**config.mk**
```make
export PLATFORM = sky130hd
export DESIGN_NAME = alu_seq_param_flat
export DESIGN_NICKNAME = d
export VERILOG_FILES = /design/src/rtl/alu_pkg.sv /design/src/rtl/alu_seq_param_if.sv /design/src/rtl/alu_iter_muldiv.sv /design/src/rtl/alu_seq_param.sv /design/src/flat_wrapper.sv
export SDC_FILE = /design/constraint.sdc
export NUM_CORES = 1
export LEC_CHECK = 0
export BUFFER_PORTS_ARGS = -buffer_cell sky130_fd_sc_hd__buf_2
export CAP_MARGIN = 30
export CORE_UTILIZATION = 56
export CTS_CLUSTER_DIAMETER = 60
export DETAILED_ROUTE_END_ITERATION = 16
export PLACE_DENSITY = 0.78
export SETUP_SLACK_MARGIN = 0.15
export SLEW_MARGIN = 30
export SYNTH_ARGS = -nofsm -noshare
export SYNTH_HDL_FRONTEND = slang
export SYNTH_SLANG_ARGS = --single-unit
```
**constraint.sdc**
```tcl
create_clock -name clk -period 2.5 [get_ports clk]
set_input_delay 0.5 -clock clk [delete_from_list [all_inputs] [get_ports clk]]
set_output_delay 0.5 -clock clk [all_outputs]
set_load 0.03 [all_outputs]
```
**src/rtl/alu_pkg.sv**
```systemverilog
// Package alu_pkg
// Purpose: shared constants and types for the sequential ALU slice.
//   - OP_* : 4-bit opcode values (same encoding as the old combinational ALU)
//   - state_t : handshake FSM states (IDLE, BUSY, DONE)
package alu_pkg;

    localparam logic [3:0] OP_ADD  = 4'd0;
    localparam logic [3:0] OP_SUB  = 4'd1;
    localparam logic [3:0] OP_MUL  = 4'd2;
    localparam logic [3:0] OP_DIV  = 4'd3;
    localparam logic [3:0] OP_AND  = 4'd4;
    localparam logic [3:0] OP_OR   = 4'd5;
    localparam logic [3:0] OP_XOR  = 4'd6;
    localparam logic [3:0] OP_NAND = 4'd7;
    localparam logic [3:0] OP_NOR  = 4'd8;
    localparam logic [3:0] OP_XNOR = 4'd9;
    localparam logic [3:0] OP_SHL  = 4'd10;
    localparam logic [3:0] OP_SHR  = 4'd11;
    localparam logic [3:0] OP_GT   = 4'd12;
    localparam logic [3:0] OP_LT   = 4'd13;
    localparam logic [3:0] OP_EQ   = 4'd14;
    localparam logic [3:0] OP_INC  = 4'd15;

    typedef enum logic [1:0] {
        ST_IDLE = 2'd0,
        ST_BUSY = 2'd1,
        ST_DONE = 2'd2
    } state_t;

endpackage

```
**src/rtl/alu_seq_param_if.sv**
```systemverilog
// Interface alu_seq_param_if
// Purpose: operand/result handshake bundle of the sequential ALU.
// Signals:
//   in_valid, in_ready, op[3:0], a, b         : operand channel
//   out_valid, out_ready, res, res_hi          : result channel
//   carry, zero, div0                          : status flags of the held result
// Modports:
//   master : front end / producer side (drives operands, consumes results)
//   slave  : the ALU itself
interface alu_seq_param_if #(
    parameter int WIDTH = 8
);

    logic             in_valid;
    logic             in_ready;
    logic [3:0]       op;
    logic [WIDTH-1:0] a;
    logic [WIDTH-1:0] b;
    logic             out_valid;
    logic             out_ready;
    logic [WIDTH-1:0] res;
    logic [WIDTH-1:0] res_hi;
    logic             carry;
    logic             zero;
    logic             div0;

    modport master (
        output in_valid, op, a, b, out_ready,
        input  in_ready, out_valid, res, res_hi, carry, zero, div0
    );

    modport slave (
        input  in_valid, op, a, b, out_ready,
        output in_ready, out_valid, res, res_hi, carry, zero, div0
    );

endinterface

```
**src/rtl/alu_iter_muldiv.sv**
```systemverilog
// Module alu_iter_muldiv
// Purpose: WIDTH-cycle iterative multiplier (shift-add) and divider (restoring).
// Ports:
//   clk, rst_n : clock, asynchronous active-low reset
//   start      : load a/b and begin an operation (one-cycle pulse)
//   is_div     : 1 = divide, 0 = multiply (sampled with start)
//   a, b       : operands (multiplicand/multiplier or dividend/divisor)
//   done       : high during the cycle whose rising edge performs the last step
//   hi, lo     : MUL -> {hi,lo} = a*b ; DIV -> hi = remainder, lo = quotient
// hi/lo hold their final values after the last step until the next start.
module alu_iter_muldiv #(
    parameter int WIDTH = 8
) (
    input  logic             clk,
    input  logic             rst_n,
    input  logic             start,
    input  logic             is_div,
    input  logic [WIDTH-1:0] a,
    input  logic [WIDTH-1:0] b,
    output logic             done,
    output logic [WIDTH-1:0] hi,
    output logic [WIDTH-1:0] lo
);

    localparam int CW = $clog2(WIDTH + 1);

    logic [CW-1:0]    cnt;
    logic             busy;
    logic             div_mode;
    logic [WIDTH-1:0] operand;
    logic [WIDTH:0]   add_sum;
    logic [WIDTH:0]   rem_shift;
    logic [WIDTH-1:0] rem_diff;
    logic             rem_ge;

    // Multiply: hi accumulates, lo shifts the multiplier out / product in.
    // Divide: {hi,lo} shifts left, lo collects quotient bits, hi is the partial remainder.
    // The remainder stays below the divisor, so the true difference fits WIDTH bits.
    always_comb begin
        add_sum   = {1'b0, hi} + (lo[0] ? {1'b0, operand} : {(WIDTH+1){1'b0}});
        rem_shift = {hi, lo[WIDTH-1]};
        rem_ge    = (rem_shift >= {1'b0, operand});
        rem_diff  = rem_shift[WIDTH-1:0] - operand;
    end

    assign done = busy && (cnt == CW'(1));

    always_ff @(posedge clk or negedge rst_n) begin
        if (!rst_n) begin
            cnt      <= '0;
            busy     <= 1'b0;
            div_mode <= 1'b0;
            operand  <= '0;
            hi       <= '0;
            lo       <= '0;
        end else if (start) begin
            cnt      <= CW'(WIDTH);
            busy     <= 1'b1;
            div_mode <= is_div;
            operand  <= b;
            hi       <= '0;
            lo       <= a;
        end else if (busy) begin
            if (div_mode) begin
                hi <= rem_ge ? rem_diff : rem_shift[WIDTH-1:0];
                lo <= {lo[WIDTH-2:0], rem_ge};
            end else begin
                hi <= add_sum[WIDTH:1];
                lo <= {add_sum[0], lo[WIDTH-1:1]};
            end
            cnt <= cnt - CW'(1);
            if (cnt == CW'(1)) begin
                busy <= 1'b0;
            end
        end
    end

endmodule

```
**src/rtl/alu_seq_param.sv**
```systemverilog
// Module alu_seq_param
// Purpose: clocked, parametrised 16-op ALU with valid/ready handshake,
//          iterative full-width MUL/DIV and status flags.
// Ports:
//   clk   : system clock, rising edge
//   rst_n : asynchronous active-low reset
//   bus   : alu_seq_param_if.slave
//           in_valid/in_ready/op/a/b     operand handshake
//           out_valid/out_ready          result handshake
//           res, res_hi, carry, zero, div0  held result and flags
// Single-cycle ops are captured into output registers at the accept edge.
// MUL/DIV results are read straight from the iterative unit, which holds
// them until the next start (only possible after the result is popped).
module alu_seq_param
    import alu_pkg::*;
#(
    parameter int WIDTH = 8
) (
    input  logic           clk,
    input  logic           rst_n,
    alu_seq_param_if.slave bus
);

    localparam int SW = $clog2(WIDTH);

    state_t           state;
    state_t           next_state;
    logic             needs_iter;
    logic             start_iter;
    logic             load_fast;
    logic             is_div_in;

    logic [SW-1:0]    shamt;
    logic [WIDTH:0]   add_wide;
    logic [WIDTH:0]   inc_wide;
    logic [2*WIDTH-1:0] shl_wide;
    logic [2*WIDTH-1:0] shr_wide;
    logic [WIDTH-1:0] fast_res;
    logic [WIDTH-1:0] fast_hi;
    logic             fast_carry;
    logic             fast_div0;

    logic [WIDTH-1:0] res_q;
    logic [WIDTH-1:0] hi_q;
    logic             carry_q;
    logic             zero_q;
    logic             div0_q;
    logic             is_div_q;
    logic             from_iter;

    logic             iter_done;
    logic [WIDTH-1:0] iter_hi;
    logic [WIDTH-1:0] iter_lo;

    assign shamt      = bus.b[SW-1:0];
    assign is_div_in  = (bus.op == OP_DIV);
    assign needs_iter = (bus.op == OP_MUL) || (is_div_in && (bus.b != '0));

    alu_iter_muldiv #(
        .WIDTH (WIDTH)
    ) u_iter (
        .clk    (clk),
        .rst_n  (rst_n),
        .start  (start_iter),
        .is_div (is_div_in),
        .a      (bus.a),
        .b      (bus.b),
        .done   (iter_done),
        .hi     (iter_hi),
        .lo     (iter_lo)
    );

    always_ff @(posedge clk or negedge rst_n) begin
        if (!rst_n) begin
            state <= ST_IDLE;
        end else begin
            state <= next_state;
        end
    end

    // BUSY leaves on the same edge that performs the last iteration step,
    // which gives WIDTH+1 cycles for MUL/DIV and 1 cycle for everything else.
    always_comb begin
        next_state = state;
        start_iter = 1'b0;
        load_fast  = 1'b0;
        case (state)
            ST_IDLE: begin
                if (bus.in_valid) begin
                    if (needs_iter) begin
                        start_iter = 1'b1;
                        next_state = ST_BUSY;
                    end else begin
                        load_fast  = 1'b1;
                        next_state = ST_DONE;
                    end
                end
            end
            ST_BUSY: begin
                if (iter_done) begin
                    next_state = ST_DONE;
                end
            end
            ST_DONE: begin
                if (bus.out_ready) begin
                    next_state = ST_IDLE;
                end
            end
            default: next_state = ST_IDLE;
        endcase
    end

    // Shifts run in a double-width field so the shifted-out bits land in the
    // other half and can be OR-reduced into carry; s==0 leaves that half empty.
    always_comb begin
        add_wide   = {1'b0, bus.a} + {1'b0, bus.b};
        inc_wide   = {1'b0, bus.a} + {{WIDTH{1'b0}}, 1'b1};
        shl_wide   = {{WIDTH{1'b0}}, bus.a} << shamt;
        shr_wide   = {bus.a, {WIDTH{1'b0}}} >> shamt;
        fast_res   = '0;
        fast_hi    = '0;
        fast_carry = 1'b0;
        fast_div0  = 1'b0;
        case (bus.op)
            OP_ADD: begin
                fast_res   = add_wide[WIDTH-1:0];
                fast_carry = add_wide[WIDTH];
            end
            OP_SUB: begin
                fast_res   = bus.a - bus.b;
                fast_carry = (bus.a >= bus.b);
            end
            OP_DIV: begin
                fast_res  = '1;
                fast_hi   = bus.a;
                fast_div0 = 1'b1;
            end
            OP_AND:  fast_res = bus.a & bus.b;
            OP_OR:   fast_res = bus.a | bus.b;
            OP_XOR:  fast_res = bus.a ^ bus.b;
            OP_NAND: fast_res = ~(bus.a & bus.b);
            OP_NOR:  fast_res = ~(bus.a | bus.b);
            OP_XNOR: fast_res = ~(bus.a ^ bus.b);
            OP_SHL: begin
                fast_res   = shl_wide[WIDTH-1:0];
                fast_carry = |shl_wide[2*WIDTH-1:WIDTH];
            end
            OP_SHR: begin
                fast_res   = shr_wide[2*WIDTH-1:WIDTH];
                fast_carry = |shr_wide[WIDTH-1:0];
            end
            OP_GT:  fast_res = {{(WIDTH-1){1'b0}}, (bus.a > bus.b)};
            OP_LT:  fast_res = {{(WIDTH-1){1'b0}}, (bus.a < bus.b)};
            OP_EQ:  fast_res = {{(WIDTH-1){1'b0}}, (bus.a == bus.b)};
            OP_INC: begin
                fast_res   = inc_wide[WIDTH-1:0];
                fast_carry = inc_wide[WIDTH];
            end
            default: begin
                fast_res = '0;
            end
        endcase
    end

    always_ff @(posedge clk or negedge rst_n) begin
        if (!rst_n) begin
            res_q     <= '0;
            hi_q      <= '0;
            carry_q   <= 1'b0;
            zero_q    <= 1'b0;
            div0_q    <= 1'b0;
            is_div_q  <= 1'b0;
            from_iter <= 1'b0;
        end else if (load_fast) begin
            res_q     <= fast_res;
            hi_q      <= fast_hi;
            carry_q   <= fast_carry;
            zero_q    <= (fast_res == '0) && (fast_hi == '0);
            div0_q    <= fast_div0;
            from_iter <= 1'b0;
        end else if (start_iter) begin
            is_div_q  <= is_div_in;
            from_iter <= 1'b1;
        end
    end

    assign bus.in_ready  = (state == ST_IDLE);
    assign bus.out_valid = (state == ST_DONE);
    assign bus.res       = from_iter ? iter_lo : res_q;
    assign bus.res_hi    = from_iter ? iter_hi : hi_q;
    assign bus.carry     = from_iter ? (!is_div_q && (iter_hi != '0)) : carry_q;
    assign bus.zero      = from_iter ? ((iter_lo == '0) && (iter_hi == '0)) : zero_q;
    assign bus.div0      = from_iter ? 1'b0 : div0_q;

endmodule

```
**src/flat_wrapper.sv**
```systemverilog
// flat-port wrapper written by rule: the top's interface ports become plain ports
module alu_seq_param_flat import alu_pkg::*;
#(
    parameter int WIDTH = 8
)
  (clk, rst_n, bus_in_valid, bus_op, bus_a, bus_b, bus_out_ready, bus_in_ready, bus_out_valid, bus_res, bus_res_hi, bus_carry, bus_zero, bus_div0);
  alu_seq_param_if #(.WIDTH(WIDTH)) bus_i ();
  input  logic clk;
  input  logic rst_n;
  input wire logic [$bits(bus_i.in_valid)-1:0] bus_in_valid;
  input wire logic [$bits(bus_i.op)-1:0] bus_op;
  input wire logic [$bits(bus_i.a)-1:0] bus_a;
  input wire logic [$bits(bus_i.b)-1:0] bus_b;
  input wire logic [$bits(bus_i.out_ready)-1:0] bus_out_ready;
  output wire logic [$bits(bus_i.in_ready)-1:0] bus_in_ready;
  output wire logic [$bits(bus_i.out_valid)-1:0] bus_out_valid;
  output wire logic [$bits(bus_i.res)-1:0] bus_res;
  output wire logic [$bits(bus_i.res_hi)-1:0] bus_res_hi;
  output wire logic [$bits(bus_i.carry)-1:0] bus_carry;
  output wire logic [$bits(bus_i.zero)-1:0] bus_zero;
  output wire logic [$bits(bus_i.div0)-1:0] bus_div0;
  assign bus_i.in_valid = bus_in_valid;
  assign bus_i.op = bus_op;
  assign bus_i.a = bus_a;
  assign bus_i.b = bus_b;
  assign bus_i.out_ready = bus_out_ready;
  assign bus_in_ready = bus_i.in_ready;
  assign bus_out_valid = bus_i.out_valid;
  assign bus_res = bus_i.res;
  assign bus_res_hi = bus_i.res_hi;
  assign bus_carry = bus_i.carry;
  assign bus_zero = bus_i.zero;
  assign bus_div0 = bus_i.div0;
  alu_seq_param #(.WIDTH(WIDTH)) u_core (.clk(clk), .rst_n(rst_n), .bus(bus_i));
endmodule
```
# == Word level (Yosys, flattened, before mapping) ==
# Cells that the tools add are included.
# W data, S select, Z words.
# word_totals
reg_bits,53
latch_bits,0
ram_bits,0
rom_bits,0
word_cells,111
memories,0
# classes
addsub,6
n_mul,0
div,0
n_lt_le_gt_ge,4
n_eq_ne,22
shift,2
muxes,35
bitwise,7
n_reduce_logical,21
# op_table
cell,count
$pmux W8 S15,1
$mux W8,11
$eq A4 B4 Y1 const B,8
$logic_not A8 Y1,4
$not A8 Y8,3
$eq A4 B3 Y1 const B,4
$reduce_bool A8 Y1,2
$reduce_or A8 Y1,2
$shl A8 B3 Y16,1
$shr A16 B3 Y16,1
$sub A8 B8 Y8,2
$mux W1,15
$add A8 B1 Y9 const B,1
$add A8 B8 Y9,1
$add A8 B9 Y9,1
$ge A9 B8 Y1,1
$and A8 B8 Y8,1
$eq A4 B1 Y1 const B,2
$eq A4 B2 Y1 const B,2
$eq A8 B8 Y1,1
$ge A8 B8 Y1,1
$gt A8 B8 Y1,1
$lt A8 B8 Y1,1
$mux W2,4
other kinds (19),26

# == Depth between registers and ports, before layout ==
# depth
depth_word,8
mapped_depth,11
mapped_depth_nobuf,11

# == Modules after synthesis ==
# From an unflattened synthesis, not the netlist that was laid out.
# unflattened
cells_unflattened,737
area_unflattened_um2,5906.9
# modules_own_cells
module,instances,cells_per_inst,area_each_um2,seq_area_each_um2
alu_seq_param,1,470,3649.8,575.6
alu_iter_muldiv,1,267,2257.2,750.7

# == Worst setup path before layout ==
# Ideal clock, no wire load.
# synth_timing
path_type,input port to flip-flop
from,in bus_b[0]
to,reg u_core.zero_q
setup_ns,0.068
arrival_ns,2.984
path_slack_ns,-0.552
stages,11
path_buffers,2
path_cell_list,clkbuf_1 clkbuf_1 inv_1 ha_1 and4b_1 a32o_1 a22o_1 a311o_1 or3_1 nor4_1 a32o_1
# synth_via
elab_chain_len,6
# synth_rtl
item,line_no,text
from (decl),flat_wrapper.sv:13,input wire logic [$bits(bus_i.b)-1:0] bus_b;
branches (longest 6 deep; another with $sub A8 B8 Y8),--,
to (signal assigned),alu_seq_param.sv:178,zero_q <= (fast_res == '0) && (fast_hi == '0);
to (decl),alu_seq_param.sv:46,logic zero_q;
# Parallel ways; which one is timed is not known.
# A chain may end at the register's enable or synchronous reset.

# == Worst setup path in the final report ==
# layout_timing
from,reg u_core.u_iter.hi[5]
to,out bus_carry
# layout_via
elab_chain_len,3
# layout_rtl
item,line_no,text
from (decl),alu_iter_muldiv.sv:21,"output logic [WIDTH-1:0] hi,"
from (signal assigned),alu_iter_muldiv.sv:65,hi <= rem_ge ? rem_diff : rem_shift[WIDTH-1:0];
from (signal assigned),alu_iter_muldiv.sv:68,hi <= add_sum[WIDTH:1];
$reduce_bool A8 Y1,alu_seq_param.sv:191,assign bus.carry = from_iter ? (!is_div_q && (iter_hi != '0)) : carry_q;
$logic_and A1 B1 Y1,alu_seq_param.sv:191,
$mux W1,alu_seq_param.sv:191,
to (decl),flat_wrapper.sv:19,output wire logic [$bits(bus_i.carry)-1:0] bus_carry;
# Every way passes these cells.

==> summary.txt <==
Hold path
  – Worst hold path type: input pin to async pin

Place
  – Port Buffers: 44
  – Final HPWL DP: 15.60 mm
  – Placed cells: 987
  – Placement Cell Area: 7239 sq um
  – Final GP Congestion: 1.021
  – Pre-CTS setup slack: -334.8 ps

Timing
  – Unrepaired setup endpoints after global routing: true
  – Final WS setup: 51.29 ps
  – Slew headroom: 53.63%
  – Fmax: 0.4084 GHz
  – Min Tclk post-route: 2449 ps
  – Period utilisation layout: 97.95%
  – Max Slew Vio Count: 0
  – Count of final setup violators: 0
  – Worst-Margin Slew: 695.5 ps
  – Worst clock skew: 9.106 ps
  – Fin Hold WS: 275.0 ps
  – Hold Fails Final Rpt: 0

Clocking
  – Root Buffer: clkbuf_8
  – CTS tree: done
  – CTS Sinks: 53
  – TritonCTS Buffers: 5
  – Worst-path clk slew: 100 ps
  – Clk Latency, worst-skew pair: 330 ps
  – H-tree lvl count: 2
  – CTS Buffer Depth: 2

Power
  – VDD IR max: 0.8382 mV
  – Leak: 3.590 nW
  – Net Sw Frac: 48.10%
  – Internal power: 0.003678 W
  – Cell Pwr Density: 903.4 nW/um^2
  – Combinational power share: 68.8%
  – Power after layout: 0.007087 W
  – Clock network power share: 8.7%
  – Total net switching power: 0.003409 W
  – Seq pwr share: 22.4%

Final layout
  – Share of cells above drive strength 1: 36.12%
  – # fillers: 656
  – Filler-free cell count of the finished design: 1019
  – Nets: 958
  – Post-layout instance area: 7845 sq um
  – N_diodes: 0
  – Layout area overhead: 34.26%

Critical path
  – CP startpoint kind: flip-flop
  – Critical Path RT: 2000 ps
  – Worst-path fanout max: 5
  – Critical path class: flip-flop to output pin
  – Critical Path AT: 1950 ps
  – Setup slack, reg-to-reg: 100 ps
  – Critical path endpoint category: output pin

Floorplan
  – Row cnt: 36
  – Core Footprint: 9955 sq um
  – Die area: 10850 sq um
  – Initial cell density of the core: 58.70%
  – Die height: 104.1 microns
  – Ports: 45
  – Die width: 104.1 microns

Synthesis
  – Most frequent cell after synthesis: nand2_1
  – Synthesized instance count: 733
  – Sequential-to-total area share from yosys stat: 22.70%
  – Area contributors post-synth: dfrtp_1, ha_1, nand2_1
  – Syn Area/Cell: 7.971 sq um
  – Synth async-reset ratio: 100.0%
  – Synth Register Bits: 53
  – Yosys warnings: 0
  – Primary FF master, synth: dfrtp_1
  – Synth area leader: dfrtp_1
  – Top-area cell type share of the netlist area: 22.70%
  – Synthesized net count: 806
  – Synth unique cells: 78
  – Number of synthesized flops with an enable pin: 0
  – Synthesized cell area: 5843 sq um
  – Synth cell count leaders: nand2_1, o21ai_0, dfrtp_1

Detailed routing
  – WL/cell: 20.78 microns
  – Remaining DRCs: 0
  – 1st-iter DRT viols: 543
  – Vias per inst: 6.502
  – Post-Route WL: 21.17 mm
  – DRT antenna net count: 0
  – 1st-pass router iterations: 5
  – DR vias: 6626

Global routing
  – GRT Residual Overflow: 0
  – First-pass GRT wire length: 32.31 mm
  – Total GRT Usage: 37.81%
  – Vias in the first global route: 6304
  – Initial antenna violation count: 0
  – Largest net degree at the start of global routing: 54

Status
  – Status: complete, no violations

Flow run
  – Max-cap violations: 0
==> state kept, by name, indices dropped and copies added, names as in the netlist <==
register / flops
u_core.u_iter.operand: 8
u_core.carry_q: 1
u_core.div0_q: 1
u_core.u_iter.busy: 1
u_core.is_div_q: 1
u_core.res_q: 8
u_core.state: 2
u_core.u_iter.lo: 8
u_core.u_iter.div_mode: 1
u_core.zero_q: 1
u_core.u_iter.hi: 8
u_core.hi_q: 8
u_core.u_iter.cnt: 4
u_core.from_iter: 1
==> final cells by class <==
cell class | count | area (sq um) | share of cell area [%]
Tap cell | 133 | 166.4 | 2.121
Timing Repair Buffer | 197 | 1530 | 19.51
Clock inverter | 3 | 43.79 | 0.5582
Multi-Input combinational cell | 581 | 4504 | 57.42
Inverter | 47 | 198.9 | 2.536
Sequential cell | 53 | 1333 | 16.99
Clock buffer | 5 | 68.82 | 0.8772
==> cell families after synthesis <==
family                   after synthesis  synth area share, %
flip-flops                            53                22.70
AO/OA/AOI/OAI                        198                22.83
adder cells (fa/ha/maj)               49                11.01
XOR/XNOR                              18                2.698
buffers and inverters                 99                6.617
AND/OR/NAND/NOR                      262                23.30
multiplexers                          54                10.86
==> metal layers <==
layer	up-vias	part of all wire (%)	track usage, %
li1	2994	-	-
met1	3189	39	44.96
met2	349	49	65.14
met3	94	6.6	4.637
met4	0	6.1	22.96
met5	-	0	0
==> placed cells by master, fill, tap and decap left out, drive strengths merged, types with 7 or more instances in the layout <==
cell      n
nand2    82
nand3    27
and2      9
nor2     39
dfrtp    53
mux2     25
xnor2     8
nor3b     8
o21ai    57
inv      47
o211ai   18
a21o      7
nand2b    9
nor2b    13
mux2i    24
xor2     10
a21oi    29
ha       45
nor3     17
a31oi     7
nor4      9
a211oi   14
buf     196
or3       9
==> what timing repair did <==
| action | CTS | global route |
|---|---|---|
| hold buffers | 0 | 0 |
| setup buffers | 12 | 12 |
| resized for setup | 39 | 45 |
| endpoints found under the setup margin | 13 | 16 |
| pin swaps | 16 | 19 |
==> stage by stage <==
stage	TNS, ps	util, %
CTS	0	76.07
floorplan	-55.03	-
global placement	-1844	72.73
detailed placement	-2003	72.73
global route	-21.77	78.81
finish	0	78.81
==> worst max-delay path, stage by stage (launching register included) <==
cell     delay, ps
dfrtp_2        460
or4_4          540
nor2_4         160
nor2_2          50
mux2_4         270
buf_6          140
==> power groups by stage <==
stage	Clock [W]	Combinational, W	Sequential [W]
final	0.000620	0.00488	0.00159
after global routing	0.000654	0.00520	0.00163
after CTS	0.000616	0.00439	0.00156
after detailed placement	0	0.00405	0.00159
after global placement	0	0.00392	0.00157
after floorplan	0	0.00298	0.00143
==> final timing paths <==
check,start,endpoint,depth (start not counted)
setup / recovery,u_core.u_iter.hi[5],bus_carry,5
hold / removal,rst_n,u_core.u_iter.hi[7],2
setup reg to reg,u_core.u_iter.lo[0],u_core.u_iter.hi[7],10
hold reg to reg,u_core.hi_q[7],u_core.hi_q[7],2
max in group asynchronous,rst_n,u_core.u_iter.hi[2],2
min in group clk,bus_out_ready,u_core.state[1],3
Power figures use the tool's default switching activity.
